==> src/rtl/tnn_pkg.sv <==
// Shared types and sizing helpers for the serial ternary neuron.
package tnn_pkg;

    typedef enum logic [1:0] {
        IDLE,
        ACCUM,
        DONE
    } state_e;

    // Signed width that holds +/- n*(2^w-1) exactly.
    function automatic int acc_width(input int n, input int w);
        return $clog2(n * ((1 << w) - 1) + 1) + 1;
    endfunction

    function automatic int num_beats(input int n, input int lanes);
        return (n + lanes - 1) / lanes;
    endfunction

endpackage

==> src/rtl/tnn_lane_adder.sv <==
// Combinational signed partial sum of LANES activations with +1/-1 weights.
module tnn_lane_adder
    import tnn_pkg::*;
#(
    parameter int LANES = 1,
    parameter int IN_W  = 2,
    parameter int ACC_W = 6
) (
    input  logic [LANES*IN_W-1:0]   act,
    input  logic [LANES-1:0]        pos,
    input  logic [LANES-1:0]        lane_vld,
    output logic signed [ACC_W-1:0] psum
);

    always_comb begin
        psum = '0;
        for (int l = 0; l < LANES; l++) begin
            if (lane_vld[l]) begin
                if (pos[l]) begin
                    psum = psum + ACC_W'(act[l*IN_W +: IN_W]);
                end else begin
                    psum = psum - ACC_W'(act[l*IN_W +: IN_W]);
                end
            end
        end
    end

endmodule

==> src/rtl/tnn_neuron_serial.sv <==
// Exact ternary-weighted neuron, LANES activations per cycle, valid/ready on both sides.
module tnn_neuron_serial
    import tnn_pkg::*;
#(
    parameter int                  N_INPUTS  = 7,
    parameter int                  IN_W      = 2,
    parameter int                  LANES     = 1,
    parameter logic [N_INPUTS-1:0] POS_MASK  = 7'b1011101,
    parameter int                  THRESHOLD = 0,
    localparam int                 ACC_W     = acc_width(N_INPUTS, IN_W)
) (
    input  logic                     clk,
    input  logic                     rst,
    input  logic                     in_valid,
    output logic                     in_ready,
    input  logic [N_INPUTS*IN_W-1:0] in_data,
    output logic                     out_valid,
    input  logic                     out_ready,
    output logic                     out_bit,
    output logic [ACC_W-1:0]         out_sum
);

    localparam int K     = num_beats(N_INPUTS, LANES);
    localparam int PAD_N = K * LANES;
    localparam int IDX_W = (K > 1) ? $clog2(K) : 1;
    localparam logic signed [ACC_W:0] THR_X = (ACC_W + 1)'(THRESHOLD);

    state_e                    state_q, state_d;
    logic [N_INPUTS*IN_W-1:0]  data_q, data_d;
    logic signed [ACC_W-1:0]   acc_q, acc_d;
    logic signed [ACC_W-1:0]   sum_q, sum_d;
    logic [IDX_W-1:0]          idx_q, idx_d;
    logic                      bit_q, bit_d;

    logic [PAD_N*IN_W-1:0]     data_pad;
    logic [PAD_N-1:0]          mask_pad;
    logic [LANES*IN_W-1:0]     lane_act;
    logic [LANES-1:0]          lane_pos;
    logic [LANES-1:0]          lane_vld;
    logic signed [ACC_W-1:0]   psum;
    logic signed [ACC_W-1:0]   acc_next;
    int                        base_lane;

    // Zero-padded to a whole number of beats so the last beat can slice past N_INPUTS.
    assign data_pad = (PAD_N * IN_W)'(data_q);
    assign mask_pad = PAD_N'(POS_MASK);

    always_comb begin
        base_lane = int'(idx_q) * LANES;
        lane_act  = (LANES * IN_W)'(data_pad >> (base_lane * IN_W));
        lane_pos  = LANES'(mask_pad >> base_lane);
        for (int l = 0; l < LANES; l++) begin
            lane_vld[l] = (base_lane + l) < N_INPUTS;
        end
    end

    tnn_lane_adder #(
        .LANES (LANES),
        .IN_W  (IN_W),
        .ACC_W (ACC_W)
    ) u_lane_adder (
        .act      (lane_act),
        .pos      (lane_pos),
        .lane_vld (lane_vld),
        .psum     (psum)
    );

    assign acc_next = acc_q + psum;

    always_comb begin
        state_d   = state_q;
        data_d    = data_q;
        acc_d     = acc_q;
        idx_d     = idx_q;
        sum_d     = sum_q;
        bit_d     = bit_q;
        in_ready  = 1'b0;
        out_valid = 1'b0;
        case (state_q)
            IDLE: begin
                in_ready = 1'b1;
                if (in_valid) begin
                    data_d  = in_data;
                    acc_d   = '0;
                    idx_d   = '0;
                    state_d = ACCUM;
                end
            end
            ACCUM: begin
                acc_d = acc_next;
                idx_d = idx_q + 1'b1;
                if (idx_q == IDX_W'(K - 1)) begin
                    sum_d   = acc_next;
                    bit_d   = $signed({acc_next[ACC_W-1], acc_next}) >= THR_X;
                    state_d = DONE;
                end
            end
            DONE: begin
                out_valid = 1'b1;
                if (out_ready) begin
                    state_d = IDLE;
                end
            end
            default: state_d = IDLE;
        endcase
    end

    always_ff @(posedge clk) begin
        if (rst) begin
            state_q <= IDLE;
            data_q  <= '0;
            acc_q   <= '0;
            idx_q   <= '0;
            sum_q   <= '0;
            bit_q   <= 1'b0;
        end else begin
            state_q <= state_d;
            data_q  <= data_d;
            acc_q   <= acc_d;
            idx_q   <= idx_d;
            sum_q   <= sum_d;
            bit_q   <= bit_d;
        end
    end

    assign out_sum = sum_q;
    assign out_bit = bit_q;

endmodule

==> config.mk <==
export PLATFORM = sky130hd
export DESIGN_NAME = tnn_neuron_serial
export DESIGN_NICKNAME = d
export VERILOG_FILES = /design/src/rtl/tnn_pkg.sv /design/src/rtl/tnn_lane_adder.sv /design/src/rtl/tnn_neuron_serial.sv
export SDC_FILE = /design/constraint.sdc
export NUM_CORES = 1
export LEC_CHECK = 0
export ABC_CLOCK_PERIOD_IN_PS = 6100
export CAP_MARGIN = 5
export CORE_AREA = 2 2 70 89
export DETAILED_ROUTE_END_ITERATION = 6
export DIE_AREA = 0 0 72 91
export REMOVE_ABC_BUFFERS = 1
export SETUP_SLACK_MARGIN = 0.05
export SLEW_MARGIN = 20
export SYNTH_ARGS = -nofsm -noshare
export SYNTH_HDL_FRONTEND = slang
export SYNTH_SLANG_ARGS = --single-unit
==> constraint.sdc <==
create_clock -name clk -period 6.1 [get_ports clk]
set_input_delay 1.22 -clock clk [delete_from_list [all_inputs] [get_ports clk]]
set_output_delay 1.22 -clock clk [all_outputs]
set_load 0.01 [all_outputs]
==> impl_metrics.tcl, run 1 <==
set metrics [dict create \
    status "completed" \
    fin_nets 241 \
    fin_setup_tns_ps 0 \
    ys_seq_elements 32 \
    core_um2 5700 \
    critPathKind "reg -> reg" \
    hold_ws_ps 454 \
    synth_area_um2 1650 \
    design_area_um2 2070 \
    syn_inst 194 \
    grt_pass1_wl_mm 6.13 \
    p_per_area_nw_per_um2 239 \
    dieArea_um2 6550 \
    htreeDepth 2 \
    vias 1393 \
    min_period_ps 3390 \
    avgSynthCellArea_um2 8.53 \
    via_per_inst 4.94 \
    post-cts-setup-buffers 0 \
    clkTransAtPathRegs_ps 70 \
    rows 31 \
    initial_core_util_pct 29.0 \
    final-max-slew-violation-count 0 \
    cp.required_ps 6260 \
    regArea_um2 641 \
    synth-edff-count 0 \
    io_pins 27 \
    skew_ps 8.84 \
    multiInputGateArea_um2 943 \
    reg2reg_to "out_sum[5]$_SDFFE_PP0P_" \
    power.leakage_nw 0.770 \
    reg2regPathDepth 13 \
    total_power_mw 0.496 \
    startpoint_type "flop" \
    ir_drop_uv 150 \
    final_cell_mix "nand2_1, dfxtp_1, clkdlybuf4s50_1" \
    rr_startpoint "idx_q[0]$_SDFFE_PP0P_" \
    ys.flop_type "dfxtp_1" \
    cp_max_fo 11 \
    io_buffer_count 26 \
    ys_warn_count 0 \
    die_w_um 72 \
    cts_max_path_buffers 2 \
    wl_per_cell_um 12.0 \
    antenna_found_initial 0 \
    cap_violations 0 \
    fmax_mhz 295 \
    layout-area-overhead-vs-synth_pct 25.3 \
    cts_made_buffers 5 \
    detailed_place.area_um2 1950 \
    drive_gt1_share_pct 7.87 \
    end_kind "flop" \
    final.period_utilization_pct 55.6 \
    hpwl_mm 2.37 \
    antennaDiodeCount 0 \
    route.detailed.drc 0 \
    cts_resized 0 \
    n_fill_cell 588 \
    place_congestion 0.798 \
    grt_max_degree 40 \
    min_from "data_pad[9]$_SDFFE_PP0P_" \
    finalSetupViolations 0 \
    mostFrequentLayoutCell "nand2_1" \
    drt-initial-drc-count 52 \
    track_usage_pct 11.8 \
    hold_end "data_pad[9]$_SDFFE_PP0P_" \
    drtPass1Iterations 4 \
    wl_mm 3.38 \
    cts_hold_buffers 0 \
    rsz0062_at_grt "false" \
    crit_arrival_ps 3560 \
    cts_tree "yes" \
    clock_latency_ps 290 \
    hp-class "reg -> reg" \
    fin_util_pct 36.3 \
    regToRegSetupSlack_ps 2710 \
    relSlewSlack_pct 45.0 \
    hold_depth 2 \
    detail-route-antenna-nets 0 \
    hold_violations 0 \
    first_global_vias 1357 \
    synthArstFlopShare_pct 0 \
    clock_sinks 32 \
    cts-root-buf "clkbuf_8" \
    ys_seq_area_share_pct 38.7 \
    dieHeight_um 91 \
    tightest_slew_ps 824 \
    yosysUniqueCellTypes 43 \
    grt_overflow_total 0 \
]
[stage by stage]
stage          setup WS, ps  std cells
6_report               2710        282
5_1_grt                2390        282
4_1_cts                2710        282
3_5_place_dp           2710        274
3_3_place_gp           2770        274
2_1_floorplan          2940        181
[Yosys cell counts (3+ instances only)]
master	number	area, um^2
nand2_1	41	154
dfxtp_1	32	641
a21oi_1	19	95.1
clkbuf_1	10	37.5
nor2_1	10	37.5
ha_1	7	87.6
mux2i_1	7	70.1
nand3_1	7	35.0
a22oi_1	4	30.0
a31oi_1	4	25.0
and2_1	4	25.0
inv_1	3	11.3
nand4b_1	3	26.3
nor2b_1	3	18.8
or3_1	3	18.8
[how the worst max path moves through the flow]
stage	cells after the start	from	to
after CTS	13	idx_q[0]$_SDFFE_PP0P_	acc_q[5]$_SDFFE_PP0P_
after global routing	13	idx_q[0]$_SDFFE_PP0P_	acc_q[5]$_SDFFE_PP0P_
after floorplan	13	idx_q[0]$_SDFFE_PP0P_	out_sum[5]$_SDFFE_PP0P_
after detailed placement	13	idx_q[0]$_SDFFE_PP0P_	out_sum[5]$_SDFFE_PP0P_
final	13	idx_q[0]$_SDFFE_PP0P_	out_sum[5]$_SDFFE_PP0P_
after global placement	13	idx_q[0]$_SDFFE_PP0P_	out_sum[5]$_SDFFE_PP0P_
[critical path: stages, from the launching register on]
cell     delay [ps]
dfxtp_1         560
mux4_2          540
mux2_2          280
inv_1            60
ha_1            220
o21ai_0          70
o31ai_1          80
and2_1          190
ha_1            270
a21o_1          210
and4_1          200
mux2i_1         250
mux2i_1         260
a21oi_1          80
[final cells by class]
type | count | area share (%)
clock inverters | 1 | 1.45
clock buffers | 7 | 4.65
flip-flops and latches | 32 | 30.9
inverters | 3 | 0.543
multi-input cells | 146 | 45.5
repair buffers | 27 | 12.9
well taps | 66 | 3.99
[per-layer routing]
layer / track usage, % / up-vias / part of all wire, %
met5: 0 / - / 0
met4: 5.50 / 0 / 2.0
met3: 3.11 / 7 / 3.6
met2: 19.1 / 25 / 48
met1: 14.4 / 644 / 46
li1: - / 717 / -
[kinds of logic (layout without fill, tap and decap cells)]
logic type / after synthesis / in the layout / share of synthesized area, %
flops: 32 / 32 / 38.7
simple gates: 89 / 89 / 27.5
buf+inv: 16 / 38 / 4.24
mux: 11 / 11 / 8.32
xor+xnor: 1 / 1 / 0.530
fa+ha+maj: 8 / 8 / 6.51
compound gates: 37 / 37 / 14.1
[where the power goes]
part / total, mW / switching (mW) / internal [mW]
Combinational: 0.0503 / 0.0245 / 0.0258
Sequential: 0.224 / 0.00757 / 0.216
Clock: 0.222 / 0.0779 / 0.144
[state kept, by name, summed over array words and instances, names as in the netlist]
register,flops
out_sum,6
state_q,2
data_pad,14
out_bit,1
idx_q,3
acc_q,6
Power figures use the tool's default switching activity.
==> run 2: changes to the inputs <==
Settings changed: ABC_CLOCK_PERIOD_IN_PS 6100 to 3400.
Clock period 6.1 ns to 3.4 ns, I/O delays scaled along.
==> impl_metrics.tcl, run 2 (synthesis results as in run 1) <==
set metrics [dict create \
    status "completed" \
    cap_violations 0 \
    mostFrequentLayoutCell "nand2_1" \
    critPathKind "reg -> reg" \
    gr-usage-met2_pct 19.1 \
    antenna_found_initial 0 \
    met1_usage_pct 14.3 \
    fmax_mhz 320 \
    largest_reg_flops 14 \
    grt_use_met3_pct 3.33 \
    startpoint_type "flop" \
    grt_max_degree 22 \
    cp_max_fo 6 \
    hold_ws_ps 454 \
    crit_arrival_ps 3300 \
    final-max-slew-violation-count 0 \
    total_power_mw 0.895 \
    cts_tree "yes" \
    postLayoutSetupSlackWorst_ps 271 \
    tightest_slew_ps 852 \
    clock_latency_ps 280 \
    hpwl_mm 2.51 \
    power.leakage_nw 0.783 \
    cp.required_ps 3570 \
    io_buffer_count 26 \
    p_per_area_nw_per_um2 421 \
    drive_gt1_share_pct 11.8 \
    io_pins 27 \
    core_um2 5700 \
    wl_mm 3.45 \
    detailed_place.area_um2 1980 \
    preCtsSetupSlack_ps 146 \
    fin_setup_tns_ps 0 \
    wl_per_cell_um 12.1 \
    via_per_inst 4.89 \
    drtPass1Iterations 4 \
    hp-class "reg -> reg" \
    die_w_um 72 \
    ir_drop_uv 191 \
    initial_core_util_pct 29.0 \
    skew_ps 6.13 \
    layout-area-overhead-vs-synth_pct 28.4 \
    finalSetupViolations 0 \
    first_global_vias 1307 \
    final_cell_mix "nand2_1, dfxtp_1, clkdlybuf4s50_1" \
    dieArea_um2 6550 \
    grt-busiest-layer "met2" \
    route.detailed.drc 0 \
    relSlewSlack_pct 43.1 \
    rows 31 \
    clock_sinks 32 \
    vias 1398 \
    grt_overflow_total 0 \
    grt_pass1_wl_mm 6.05 \
    n_fill_cell 583 \
    hold_violations 0 \
    cts_made_buffers 5 \
    antennaDiodeCount 0 \
    fin_nets 245 \
    min_period_ps 3130 \
    drt-initial-drc-count 53 \
    htreeDepth 2 \
    rsz0062_at_grt "false" \
    dieHeight_um 91 \
    track_usage_pct 11.6 \
    cts-root-buf "clkbuf_8" \
    cts_hold_buffers 0 \
    end_kind "flop" \
    place_congestion 0.765 \
    final.period_utilization_pct 92.0 \
    detail-route-antenna-nets 0 \
    clkTransAtPathRegs_ps 70 \
    cts_max_path_buffers 2 \
    design_area_um2 2120 \
]
-- run 2: area by class of cell --
cell class,count,area (um^2),area share (%)
well taps,66,82.6,3.89
flip-flops and latches,32,644,30.3
multi-input cells,146,962,45.3
clock buffers,7,96.3,4.53
clock inverters,1,30.0,1.41
inverters,3,11.3,0.530
repair buffers,31,298,14.0
-- run 2: worst max-delay path, stage by stage, from the launching register on --
cell and delay, ps:
dfxtp_4 380, mux4_2 490, mux2_2 290, inv_1 60, ha_1 210, o21ai_0 70
o31ai_1 80, and2_1 190, ha_1 270, a21o_1 210, and4_1 220, mux2i_2 210
mux2i_1 250, a21oi_1 80
-- run 2: path summary, 6_finish.rpt --
check / startpoint / endpoint / slack, ps / cells past startpoint
max: idx_q[0]$_SDFFE_PP0P_ / out_sum[5]$_SDFFE_PP0P_ / 270 / 13
min: out_sum[0]$_SDFFE_PP0P_ / out_sum[0]$_SDFFE_PP0P_ / 450 / 2
max reg2reg: idx_q[0]$_SDFFE_PP0P_ / out_sum[5]$_SDFFE_PP0P_ / 270 / 13
min reg2reg: out_sum[0]$_SDFFE_PP0P_ / out_sum[0]$_SDFFE_PP0P_ / 450 / 2
-- run 2: power breakdown --
part           leakage [nW]  internal [mW]  switching [mW]
registers             0.261          0.388          0.0113
clock network        0.0645          0.259           0.141
logic                 0.458         0.0496          0.0470
-- run 2: what timing repair did --
action / CTS / global route
buffers inserted: 0 / 0
resized for setup: 0 / 6
setup endpoints to repair: 0 / 7
-- run 2: stage by stage --
stage          std cells  util [%]
5_1_grt              286      37.3
3_3_place_gp         278      34.7
4_1_cts              286      36.9
3_5_place_dp         278      34.7
2_1_floorplan        181         -
6_report             286      37.3
-- run 2: per-layer routing --
metal  share of wire, %  routed length, um
met4                1.5                 53
met3                3.5                120
met5                  0                  0
met2                 50               1740
met1                 44               1540
